==> config.mk <==
export PLATFORM = sky130hd
export DESIGN_NAME = mips_cpu_regfile_arbiter
export DESIGN_NICKNAME = d
export VERILOG_FILES = /design/src/rtl/mips_cpu_pkg.sv /design/src/rtl/mips_cpu_scoreboard.sv /design/src/rtl/mips_cpu_regfile_arbiter.sv
export SDC_FILE = /design/constraint.sdc
export NUM_CORES = 1
export LEC_CHECK = 0
export BUFFER_PORTS_ARGS = -buffer_cell sky130_fd_sc_hd__buf_2
export CAP_MARGIN = 10
export CORE_MARGIN = 2
export CORE_UTILIZATION = 30
export CTS_CLUSTER_DIAMETER = 200
export DETAILED_ROUTE_END_ITERATION = 7
export MAX_ROUTING_LAYER = met4
export SYNTH_ARGS = -nofsm -noshare
export SYNTH_HDL_FRONTEND = slang
export SYNTH_SLANG_ARGS = --single-unit
==> constraint.sdc <==
create_clock -name clk -period 3.8 [get_ports clk]
set_clock_uncertainty 0.2 [all_clocks]
set_input_delay 0.19 -clock clk [delete_from_list [all_inputs] [get_ports clk]]
set_output_delay 0.19 -clock clk [all_outputs]
set_load 0.005 [all_outputs]
==> src/rtl/mips_cpu_pkg.sv <==
// Shared types for the MIPS register-file writeback path.
`default_nettype none

package mips_cpu_pkg;
  typedef logic [4:0]  reg_addr_t;
  typedef logic [31:0] word_t;

  localparam reg_addr_t REG_ZERO = 5'd0;

  typedef enum logic [1:0] {
    REQ_NONE = 2'd0,
    REQ_ALU  = 2'd1,
    REQ_MEM  = 2'd2
  } req_t;
endpackage

`default_nettype wire

==> src/rtl/mips_cpu_scoreboard.sv <==
// Pending-writeback scoreboard: tracks destinations reserved at issue until written back.
`default_nettype none

module mips_cpu_scoreboard
  import mips_cpu_pkg::*;
(
  input  logic        clk,
  input  logic        reset,
  input  logic        set_en,
  input  reg_addr_t   set_addr,
  input  logic        clr_en,
  input  reg_addr_t   clr_addr,
  input  reg_addr_t   check_addr_a,
  input  reg_addr_t   check_addr_b,
  output logic        hazard,
  output logic [31:0] pending
);

  logic [31:0] pending_next;

  // Clear applied first so a same-edge reserve of the same register wins.
  always_comb begin
    pending_next = pending;
    if (clr_en)
      pending_next[clr_addr] = 1'b0;
    if (set_en && (set_addr != REG_ZERO))
      pending_next[set_addr] = 1'b1;
  end

  always_ff @(posedge clk) begin
    if (!reset)
      pending <= '0;
    else
      pending <= pending_next;
  end

  assign hazard = reset &&
                  ((pending[check_addr_a] && (check_addr_a != REG_ZERO)) ||
                   (pending[check_addr_b] && (check_addr_b != REG_ZERO)));

endmodule

`default_nettype wire

==> src/rtl/mips_cpu_regfile_arbiter.sv <==
// Arbitrates ALU and load writebacks onto one register-file write port,
// with starvation protection for the ALU and a pending-register scoreboard.
`default_nettype none

module mips_cpu_regfile_arbiter
  import mips_cpu_pkg::*;
#(
  parameter int STARVE_LIMIT = 4
) (
  input  logic        clk,
  input  logic        reset,
  input  logic        alu_valid,
  input  reg_addr_t   alu_addr,
  input  word_t       alu_data,
  output logic        alu_ready,
  input  logic        mem_valid,
  input  reg_addr_t   mem_addr,
  input  word_t       mem_data,
  output logic        mem_ready,
  input  logic        reserve_en,
  input  reg_addr_t   reserve_addr,
  input  reg_addr_t   check_addr_a,
  input  reg_addr_t   check_addr_b,
  output logic        hazard,
  output logic        rf_write_en,
  output reg_addr_t   rf_write_addr,
  output word_t       rf_write_data,
  output logic [31:0] pending
);

  localparam int CW = (STARVE_LIMIT > 0) ? $clog2(STARVE_LIMIT + 1) : 1;
  localparam logic [CW-1:0] LIMIT = CW'(STARVE_LIMIT);

  logic [CW-1:0] starve_cnt;
  req_t          grant;
  reg_addr_t     win_addr;
  word_t         win_data;

  // Loads normally win; the ALU is forced through once it has lost LIMIT times.
  always_comb begin
    grant = REQ_NONE;
    if (reset) begin
      if (alu_valid && mem_valid)
        grant = (starve_cnt == LIMIT) ? REQ_ALU : REQ_MEM;
      else if (alu_valid)
        grant = REQ_ALU;
      else if (mem_valid)
        grant = REQ_MEM;
    end
  end

  assign alu_ready = (grant == REQ_ALU);
  assign mem_ready = (grant == REQ_MEM);
  assign win_addr  = (grant == REQ_MEM) ? mem_addr : alu_addr;
  assign win_data  = (grant == REQ_MEM) ? mem_data : alu_data;

  always_ff @(posedge clk) begin
    if (!reset) begin
      starve_cnt    <= '0;
      rf_write_en   <= 1'b0;
      rf_write_addr <= REG_ZERO;
      rf_write_data <= '0;
    end else begin
      if ((grant == REQ_ALU) || !alu_valid)
        starve_cnt <= '0;
      else if ((grant == REQ_MEM) && (starve_cnt != LIMIT))
        starve_cnt <= starve_cnt + 1'b1;

      // r0 writes finish the handshake but never reach the register file.
      rf_write_en <= (grant != REQ_NONE) && (win_addr != REG_ZERO);
      if ((grant != REQ_NONE) && (win_addr != REG_ZERO)) begin
        rf_write_addr <= win_addr;
        rf_write_data <= win_data;
      end
    end
  end

  mips_cpu_scoreboard u_scoreboard (
    .clk          (clk),
    .reset        (reset),
    .set_en       (reserve_en),
    .set_addr     (reserve_addr),
    .clr_en       (rf_write_en),
    .clr_addr     (rf_write_addr),
    .check_addr_a (check_addr_a),
    .check_addr_b (check_addr_b),
    .hazard       (hazard),
    .pending      (pending)
  );

endmodule

`default_nettype wire

* Word level (Yosys, flattened, before mapping)
Index checks and enable logic that the tools add are counted.
Storage, ports and cells: flip-flop bits (word level) 73, logic and storage cells 55
Cells by class: bitwise logic cells 4, magnitude comparators 6, equality and inequality tests 4, muxes and demuxes 17, reductions and logical operators 18, add/sub/neg operators 1
Operator list (number):
- 32-bit 2-to-1 mux | 3
- 32-bit bitwise AND | 1
- 32-bit inverter | 1
- 32-bit bitwise OR | 1
- 5-bit by 6-bit less-than comparator with 1-bit output, second input constant | 4
- 5-bit nonzero test | 4
- 1-bit binary-select mux with 5-bit select | 2
- 1-bit demux with 5-bit select | 2
- 5-bit by 1-bit greater-or-equal comparator with 1-bit output, second input constant | 2
- 2-bit 2-to-1 mux | 5
- 1-bit logical AND | 9
- 5-bit 2-to-1 mux | 1
- 1-bit 2-to-1 mux | 4
- 3-bit by 1-bit adder with 3-bit output, second input constant | 1
- 3-bit equality test, second input constant | 1
- 3-bit inequality test, second input constant | 1
- 2-bit by 1-bit equality test with 1-bit output, second input constant | 1
- 2-bit equality test, second input constant | 1
- 1-bit logical OR | 2
- 2-bit nonzero test | 1
- 2-bit OR reduction | 1
- 1-bit logical NOT | 1
- 1-bit inverter | 1

* Longest topological paths before layout
Gate-level depths: netlist (run 1).
depth in word-level cells 9, gate-level depth with buffers 9, gate-level depth less buffers 7

* Hierarchy
Synthesis (run 1) repeated with hierarchy kept, for this count alone.
Unflattened totals: cell total of the unflattened synthesis 453, area total of the unflattened synthesis 4120.2 um^2
Modules (own cells, without submodules):
- mips_cpu_regfile_arbiter | times used 1, area an instance 2173.3 um^2, seq. area each 820.8 um^2, cells an instance 235
- mips_cpu_scoreboard | times used 1, area an instance 1946.9 um^2, seq. area each 640.6 um^2, cells an instance 218

* Worst setup path before layout (run 1)
Ideal clock, no wire load.
path type reg-to-reg, start reg starve_cnt[0], end reg rf_write_addr[0], cell stages (with the launch flop) 9, required time 3.485 ns, arrival time 1.758 ns, slack 1.727 ns, cell sequence dfxtp_1 -> inv_1 -> ha_1 -> and3_1 -> or3_4 -> a41oi_4 -> buf_4 -> o22ai_1 -> and2_1
On the way: cells in the longest elaborated chain, start to end 8
RTL lines:
- start, declared | line mips_cpu_regfile_arbiter.sv:34 | logic [CW-1:0] starve_cnt;
- start signal, assigned | line mips_cpu_regfile_arbiter.sv:67 | starve_cnt <= starve_cnt + 1'b1;
- 3-bit equality test (*) | line mips_cpu_regfile_arbiter.sv:44 | grant = (starve_cnt == LIMIT) ? REQ_ALU : REQ_MEM;
- 2-bit 2-to-1 mux (*) | line mips_cpu_regfile_arbiter.sv:44
- 2-bit 2-to-1 mux (*) | line mips_cpu_regfile_arbiter.sv:43 | if (alu_valid && mem_valid)
- 2-bit 2-to-1 mux (*) | line mips_cpu_regfile_arbiter.sv:42 | if (reset) begin
- 2-bit equality test | line mips_cpu_regfile_arbiter.sv:54 | assign win_addr = (grant == REQ_MEM) ? mem_addr : alu_addr;
- 5-bit 2-to-1 mux | line mips_cpu_regfile_arbiter.sv:54
- 5-bit nonzero test | line mips_cpu_regfile_arbiter.sv:71 | if ((grant != REQ_NONE) && (win_addr != REG_ZERO)) begin
- 1-bit logical AND | line mips_cpu_regfile_arbiter.sv:71
- end signal, assigned | line mips_cpu_regfile_arbiter.sv:72 | rf_write_addr <= win_addr;
- end, declared | line mips_cpu_regfile_arbiter.sv:26 | output reg_addr_t rf_write_addr,
Every way passes the cells marked *; elsewhere a longest branch is shown, timed or not. A chain may end at the register's enable or synchronous reset.

* Worst setup path in the final report (run 1)
start reg starve_cnt[0], end reg rf_write_data[8]
On the way: cells in the longest elaborated chain, start to end 8
RTL lines:
- 3-bit equality test (*) | line mips_cpu_regfile_arbiter.sv:44
- 2-bit 2-to-1 mux (*) | line mips_cpu_regfile_arbiter.sv:44
- 2-bit 2-to-1 mux (*) | line mips_cpu_regfile_arbiter.sv:43
- 2-bit 2-to-1 mux (*) | line mips_cpu_regfile_arbiter.sv:42
- 2-bit equality test | line mips_cpu_regfile_arbiter.sv:54, mips_cpu_regfile_arbiter.sv:55
- 5-bit 2-to-1 mux | line mips_cpu_regfile_arbiter.sv:54
- 5-bit nonzero test | line mips_cpu_regfile_arbiter.sv:71
- 1-bit logical AND | line mips_cpu_regfile_arbiter.sv:71
- end signal, assigned | line mips_cpu_regfile_arbiter.sv:73 | rf_write_data <= win_data;
- end, declared | line mips_cpu_regfile_arbiter.sv:27 | output word_t rf_write_data,
Marked as above.

==> results of run 1 <==
layer usage:
layer  GRT usage, %  wire [um]  part of all wire (%)  up-vias
met5              -          0                     0        -
met4           6.35        191                   1.7        0
met3           2.52        807                   7.0       15
met2           26.8       5220                    45      166
met1           22.2       5340                    46     1743
li1               -          -                     -     1809
worst paths after layout:
check,start,to,cells after the start
worst max-delay path,starve_cnt[0],rf_write_data[8],8
worst min register to register,u_scoreboard.pending[0],u_scoreboard.pending[0],1
worst max register to register,starve_cnt[0],rf_write_data[8],8
worst min-delay path,mem_data[25],rf_write_data[25],4
power groups by stage:
stage	logic, W	clock network [W]	registers [W]
floorplan	0.000161	0	0.000848
global route	0.000324	0.000836	0.000839
detailed placement	0.000293	0	0.000851
global placement	0.000287	0	0.000850
CTS	0.000296	0.000807	0.000835
finish	0.000294	0.000786	0.000834
critical path, cell delays in order, from the launching register on:
cell	delay, ps
dfxtp_1	330
inv_1	60
ha_1	240
nand3_1	140
nand3_2	730
buf_4	490
mux2i_1	170
nand2_1	80
o211a_1	150
flip-flops by register name (all words and copies together), names as in the netlist:
register and count:
u_scoreboard.pending 32, rf_write_addr 5, starve_cnt 3, rf_write_en 1, rf_write_data 32
cells by family after synthesis:
group                    after synthesis  synth area share, %
adder cells (fa/ha/maj)                2                0.650
AND/OR/NAND/NOR                      119                 14.3
multiplexers                          59                 19.9
flip-flops                            73                 38.0
AO/OA/AOI/OAI                        117                 23.1
buffers and inverters                 36                 4.06
cells in the final DEF, fill, tap and decap left out, drive strengths merged, types with 9 or more instances in the layout:
cell	count
a21boi	32
buf	169
clkbuf	14
dfxtp	73
inv	9
mux2i	44
mux4	14
nand2	74
nand3	12
o211a	35
o21ai	35
through the flow:
stage | std cells | setup slack [ps] | total power, W
after floorplan | 406 | 1730 | 0.00101
after global placement | 720 | 1140 | 0.00114
after detailed placement | 720 | 1030 | 0.00114
after CTS | 740 | 1070 | 0.00194
after global routing | 740 | 853 | 0.00200
final | 741 | 1080 | 0.00191
timing repair:
action,4_1_cts,5_1_grt
hold buffers,4,0
endpoints found under the setup margin,0,0
hold endpoints to repair,5,0
cell type report:
| type | count | area [um^2] | share of cell area, % |
|---|---|---|---|
| multi-input combinational | 297 | 2240 | 43.7 |
| sequential | 73 | 1460 | 28.5 |
| timing repair buffer | 173 | 893 | 17.4 |
| clock buffer | 14 | 264 | 5.16 |
| tap | 172 | 215 | 4.20 |
| inverter | 9 | 33.8 | 0.660 |
| clock inverter | 2 | 12.5 | 0.244 |
| antenna | 1 | 2.50 | 0.0489 |
==> reports/metrics.csv, run 1 <==
metric,value,unit
synth_most_common_cell,nand2_1,
crit_required,3820,ps
dp.final_hpwl,8.89,mm
dpl_cell_area,4800,um^2
finalSetupViolCount,0,
seq_power_share,43.6,%
die-area,13800,um^2
switchingPower,0.000488,W
async_flop_share,0,%
slew_headroom,29.0,%
cts_tree,yes,
syn_area_per_cell,9.48,um^2
pwr-share-clk,41.0,%
yosys_warnings,0,
grt_pass1_vias,3495,
yosys.area.top_type,dfxtp_1,
drv_cap,0,
drt_iter0_markers,162,
grt_max_degree,67,
num_io_pins,167,
slew_violations,0,
grt-ovfl-total,0,
synthTopCellsByCount,"nand2_1, dfxtp_1, mux2i_1, o211a_1, o21ai_0",
std_cell_rows,41,
ys_ff_latch,73,
fp.dieW,117,um
antenna_found_initial,0,
outcome,"finished, final reports clean",
grt_pass1_wl,17.5,mm
peakVddDrop,0.000173,V
fin_nets,659,
portBuffers,166,
period_needed,2720,ps
post_drt_wl_per_cell,15.6,um
leakagePower,2.70,nW
cts.repair.resized,0,
grtUsageTotal,17.0,%
synthCells,406,
synthFlopType,dfxtp_1,
r2r_slack,1080,ps
synth_top_area_share,38.0,%
core,12600,um^2
vias,3733,
numCtsBuffers,9,
clock-root-buffer,clkbuf_16,
viasPerCell,5.04,
synth_fp_nets,502,
postRouteAntennaNets,0,
end_kind,register,
syn_area,3850,um^2
clock_latency,330,ps
layout-drive-gt1-share,35.4,%
ctsLongestPathBuffers,2,
yosysSeqAreaShare,38.0,%
h-tree-depth,3,
start_util,30.6,%
synth.area.top_cells,"dfxtp_1, mux2i_1, o211a_1, mux4_2, nand2_1",
setup_tns,0,ps
intPower,0.00143,W
fin_crit_sh,71.6,%
cts.sinks,73,
powerDensity,374,nW/um^2
fmax,0.368,GHz
hold_class,primary input to register,
rsz0062_at_grt,false,
worstMarginPinSlew,1060,ps
crit_type,register to register,
die_h,117,um
final_hold_viol_count,0,
crit_arrival,2740,ps
final_util,40.7,%
drt_first_pass_iters,4,
fill_cells,1239,
gp_congestion,0.849,
share_comb_of_total_power,15.4,%
drcViolationCount,0,
area_growth,33.0,%
postCtsSetupBuffers,0,
drt_wl_total,11.6,mm
p_sw_share,25.5,%
final_area,5120,um^2
critPathMaxFanout,31,
worstSetupStartpointType,register,
synth.distinct_cells,39,
cts.clk_slew.worst_paths,60,ps
holdWs,8.53,ps
synth_edf_count,0,
Power figures use the tool's default switching activity.
==> run 2: changes to the inputs <==
ABC_AREA = 1   (was default)
clock period = 2.51 ns   (was 3.8 ns; I/O delays follow)
==> reports/metrics.csv, run 2 <==
metric,value,unit,change
slew_violations,0,,unchanged
drcViolationCount,0,,unchanged
post_drt_wl_per_cell,13.2,um,-15%
synth_fp_nets,774,,+54%
num_io_pins,167,,unchanged
drt_iter0_markers,270,,+67%
drt_first_pass_iters,4,,unchanged
peakVddDrop,0.000227,V,+31%
synth_top_area_share,34.8,%,-3.2 points
drt_wl_total,13.9,mm,+20%
postRouteAntennaNets,0,,unchanged
crit_type,register to register,,
final_util,41.7,%,+1.0 points
end_kind,register,,
leakagePower,2.88,nW,+6.3%
grt-busiest-layer,met2,,
crit_arrival,2350,ps,-390 ps
syn_area_per_cell,6.20,um^2,-35%
core,13800,um^2,+9.6%
numCtsBuffers,9,,unchanged
r2r_slack,190,ps,-890 ps
portBuffers,166,,unchanged
synth_most_common_cell,nand2_1,,
cts.clk_slew.worst_paths,60,ps,about the same
synthFlopType,dfxtp_1,,
die_h,122,um,+4.3%
synth_edf_count,0,,unchanged
use_met3,3.07,%,+0.54 points
fin_nets,960,,+46%
period_needed,2320,ps,-396 ps
h-tree-depth,3,,unchanged
finalSetupViolCount,0,,unchanged
fill_cells,1520,,+23%
critPathMaxFanout,33,,+6.5%
vias,4872,,+31%
reg2reg_to,rf_write_data[27],,
setup_tns,0,ps,unchanged
powerDensity,530,nW/um^2,+42%
slew_headroom,58.2,%,+29 points
grt.met1_usage,24.5,%,+2.3 points
drv_cap,0,,unchanged
fp.dieW,122,um,+4.3%
grt_use_met2,31.3,%,+4.5 points
clock-root-buffer,clkbuf_16,,
n_antenna_cell,0,,-1
timing.rr.start,starve_cnt[0],,
whs_endpoint,rf_write_data[23],,
die-area,15000,um^2,+8.9%
final_common_cell,nand2_1,,
fin_crit_sh,92.6,%,+21 points
worstMarginPinSlew,627,ps,-436 ps
async_flop_share,0,%,unchanged
worstSetupStartpointType,register,,
cts.sinks,73,,unchanged
hold_class,primary input to register,,
grt_pass1_wl,22.2,mm,+27%
syn_area,4200,um^2,+9.2%
synth.area.top_cells,"dfxtp_1, nand2_1, nand3_1, nor2_1, nand3b_1",,
antenna_found_initial,0,,unchanged
viasPerCell,4.64,,-7.8%
fmax,0.430,GHz,+17%
start_util,30.5,%,-0.11 points
grt_pass1_vias,4466,,+28%
rsz0062_at_grt,false,,
grt-ovfl-total,0,,unchanged
crit_required,2540,ps,-1280 ps
outcome,"finished, final reports clean",,
hold_depth,6,,+2
ys_ff_latch,73,,unchanged
gp_congestion,0.890,,+4.8%
synth.distinct_cells,23,,-41%
grtUsageTotal,19.3,%,+2.2 points
final_hold_viol_count,0,,unchanged
synthCells,678,,+67%
cts_tree,yes,,
yosys_warnings,0,,unchanged
layout-drive-gt1-share,23.6,%,-12 points
area_growth,36.8,%,
yosysSeqAreaShare,34.8,%,-3.2 points
std_cell_rows,43,,+4.9%
grt_max_degree,38,,-43%
clock_latency,330,ps,about the same
reg2reg_depth,12,,+4
reg_top3,"rf_write_data: 32 flops, u_scoreboard.pending: 32 flops, rf_write_addr: 5 flops",,
ctsLongestPathBuffers,2,,unchanged
synthTopCellsByCount,"nand2_1, nor2_1, dfxtp_1, nand3_1, inv_1",,
hp-start,alu_data[23],,
dp.final_hpwl,10.1,mm,+14%
mostFrequentLayoutCells,"nand2_1, buf_2, nor2_1, dfxtp_1, nand3_1",,
holdWs,2.22,ps,-6.31 ps
yosys.area.top_type,dfxtp_1,,
## run 2: metrics by stage
step	setup WS, ps	power (W)	area (um^2)	cells
5_1_grt	17.6	0.00321	5750	1049
3_5_place_dp	308	0.00185	5140	1001
4_1_cts	120	0.00308	5730	1049
2_1_floorplan	592	0.00162	4200	678
3_3_place_gp	384	0.00184	5140	1001
6_report	187	0.00305	5750	1049
## run 2: routing by layer
metal	up-vias	wire length, um
met4	0	208
met5	-	0
met2	206	6260
met1	2118	6320
li1	2532	-
met3	16	1070
## run 2: cells by family (layout without fill, tap and decap cells)
kind of cell    after synthesis  count (layout)  synth area share, %
simple gates                449             449                 46.2
buf+inv                      78             269                 8.75
compound gates               75              75                 9.43
flops                        73              73                 34.8
fa+ha+maj                     2               2                0.595
xor+xnor                      1               1                0.208
## run 2: layout make-up
cell class	count	area [um^2]	share of cell area [%]
tap	180	225	3.92
clock inverter	2	12.5	0.218
multi-input combinational	527	2380	41.4
sequential	73	1460	25.4
timing repair buffer	207	1230	21.5
clock buffer	14	264	4.59
inverter	46	173	3.00
## run 2: repair_timing
| action | in CTS | in global routing |
|---|---|---|
| hold buffers | 32 | 0 |
| resized for setup | 0 | 4 |
| hold endpoints to repair | 45 | 0 |
| endpoints found under the setup margin | 0 | 7 |
| buffers inserted | 0 | 0 |
## run 2: critical path: stages (launching register included)
cell,delay (ps)
dfxtp_1,320
inv_1,60
ha_1,180
nand3_2,100
nand2_4,160
inv_1,90
buf_12,170
nand2_1,70
nand2_1,40
dlygate4sd3_1,540
nand3b_1,150
nand2_1,80
nor2_1,40
## run 2: worst max-delay path by stage
| stage | startpoint | to | slack (ps) | cells after the start |
|---|---|---|---|---|
| final | starve_cnt[0] | rf_write_data[27] | 190 | 12 |
| after global routing | starve_cnt[0] | rf_write_data[0] | 20 | 12 |
| after CTS | starve_cnt[0] | rf_write_data[27] | 120 | 12 |
| after detailed placement | starve_cnt[0] | rf_write_data[29] | 310 | 10 |
| after global placement | starve_cnt[0] | rf_write_data[28] | 380 | 10 |
| after floorplan | starve_cnt[0] | rf_write_data[10] | 590 | 12 |
## run 2: report_power, final
group	switching [W]	internal, W	total, W
sequential	0.0000443	0.00122	0.00127
combinational	0.000332	0.000264	0.000596
clock	0.000463	0.000722	0.00119
total	0.000839	0.00221	0.00305
==> run 3: changes to the inputs <==
CORE_UTILIZATION = 49   (was 30)
HOLD_SLACK_MARGIN = 0.15   (was default)
PLACE_DENSITY = 0.81   (was default)
==> reports/metrics.csv, run 3 (same netlist as run 2, synthesis figures left out) <==
metric,value,unit,change
clock_latency,360,ps,+30 ps
antenna_found_initial,1,,+1
die-area,9340,um^2,-38%
clock-root-buffer,clkbuf_8,,
final_hold_viol_count,0,,unchanged
grt_use_met2,61.2,%,+30 points
fin_crit_sh,98.3,%,+5.8 points
p_sw_share,32.2,%,+4.7 points
numCtsBuffers,9,,unchanged
grt.met1_usage,44.4,%,+20 points
drt_wl_total,18.0,mm,+30%
grt_pass1_wl,28.6,mm,+29%
postCtsSetupBuffers,0,,unchanged
peakVddDrop,0.000351,V,+55%
slew_violations,0,,unchanged
area_growth,45.9,%,
fmax,0.405,GHz,-5.9%
crit_arrival,2510,ps,+160 ps
reg_top3,"rf_write_data: 32 flops, u_scoreboard.pending: 32 flops, rf_write_addr: 5 flops",,
crit_type,register to register,,
gp_congestion,0.982,,+10%
mostFrequentLayoutCells,"nand2_1, buf_2, dlygate4sd3_1, nor2_1, dfxtp_1",,
switchingPower,0.000900,W,+7.2%
core,8260,um^2,-40%
grt_max_degree,38,,unchanged
crit_required,2550,ps,about the same
portBuffers,166,,unchanged
worstSetupStartpointType,register,,
viasPerCell,5.74,,+24%
outcome,"finished, final reports clean",,
share_comb_of_total_power,26.1,%,+6.6 points
hold_class,primary input to register,,
drcViolationCount,0,,unchanged
final_common_cell,nand2_1,,
intPower,0.00189,W,-14%
vias,5934,,+22%
layout.cells.non_filler,1033,,-1.5%
cts.sinks,73,,unchanged
cp_slowest_cell,dfxtp_1,,
use_met3,8.82,%,+5.7 points
postRouteAntennaNets,0,,unchanged
place_inst,925,,-7.6%
grtUsageTotal,38.0,%,+19 points
fp.dieW,96.6,um,-21%
finalSetupViolCount,0,,unchanged
drt_first_pass_iters,5,,+1
post_drt_wl_per_cell,17.4,um,+32%
leakagePower,3.05,nW,+6.2%
pwr-share-clk,28.2,%,-11 points
cp_cell_sequence,"inv_1, ha_1, nand3_2, nand2_4, o21ai_2, nand3_1, o21ai_2, inv_4, nor2_1, nor2_1",,
seq_power_share,45.7,%,+4.1 points
period_needed,2470,ps,+145 ps
cts.clk_slew.worst_paths,80,ps,+20 ps
layout-drive-gt1-share,22.1,%,-1.5 points
grt-ovfl-total,0,,unchanged
slew_headroom,39.1,%,-19 points
end_kind,register,,
grt_pass1_vias,5815,,+30%
h-tree-depth,3,,unchanged
worstMarginPinSlew,906,ps,+280 ps
fin_nets,1018,,+6.0%
dp.final_hpwl,9.68,mm,-4.4%
cpPeakStageDelay,390,ps,-150 ps
num_io_pins,167,,unchanged
critPathMaxFanout,37,,+12%
std_cell_rows,33,,-23%
cts_tree,yes,,
drt_iter0_markers,524,,+94%
die_h,96.6,um,-21%
grt-busiest-layer,met2,,
drv_cap,0,,unchanged
powerDensity,455,nW/um^2,-14%
ctsLongestPathBuffers,2,,unchanged
final_util,74.3,%,+33 points
start_util,50.9,%,+20 points
[run 3: worst paths after layout]
check | start | end | slack [ps] | cells past startpoint
worst max-delay path | starve_cnt[0] | rf_write_data[18] | 40 | 10
worst min-delay path | alu_addr[2] | rf_write_addr[2] | 190 | 7
worst max register to register | starve_cnt[0] | rf_write_data[18] | 40 | 10
worst min register to register | u_scoreboard.pending[0] | u_scoreboard.pending[0] | 250 | 2
[run 3: metal layers]
layer / wire length (um) / share of wire (%) / up-vias
li1: - / - / 2645
met1: 6820 / 38 / 2679
met2: 8230 / 46 / 511
met3: 2040 / 11 / 99
met4: 924 / 5.1 / 0
met5: 0 / 0 / -
[run 3: stage by stage]
stage               power (W)  TNS (ps)  hold WS [ps]  worst slack, ps  area, um^2
global route          0.00289      -104           215            -21.5        6130
detailed placement    0.00183         0           245              166        5030
CTS                   0.00269         0           162              116        6100
finish                0.00279         0           190             41.7        6130
floorplan             0.00162         0           109              592        4200
global placement      0.00181         0           233              352        5030
[run 3: final cells by class]
type	count	area, um^2
inverters	46	175
clock buffers	12	135
diodes	1	2.50
multi-input cells	527	2390
clock inverters	4	20.0
fillers	554	2120
repair buffers	265	1820
well taps	105	131
flip-flops and latches	73	1460
[run 3: critical path: cells and delay by family, from the launching register on]
kind | cells | cell delay [ps]
AO/OA/AOI/OAI | 2 | 550
AND/OR/NAND/NOR | 5 | 730
flip-flops | 1 | 390
buffers and inverters | 2 | 240
adder cells (fa/ha/maj) | 1 | 210
[run 3: repair_timing]
action | 4_1_cts | 5_1_grt
gates resized for setup | 0 | 8
setup endpoints to repair | 0 | 38
hold endpoints to repair | 71 | 0
hold buffers | 91 | 0
[run 3: power groups by stage]
stage | clock network (W) | registers, W | logic [W]
after floorplan | 0 | 0.00129 | 0.000328
after global placement | 0 | 0.00129 | 0.000521
after detailed placement | 0 | 0.00129 | 0.000540
after CTS | 0.000777 | 0.00127 | 0.000646
after global routing | 0.000830 | 0.00128 | 0.000776
final | 0.000788 | 0.00128 | 0.000730
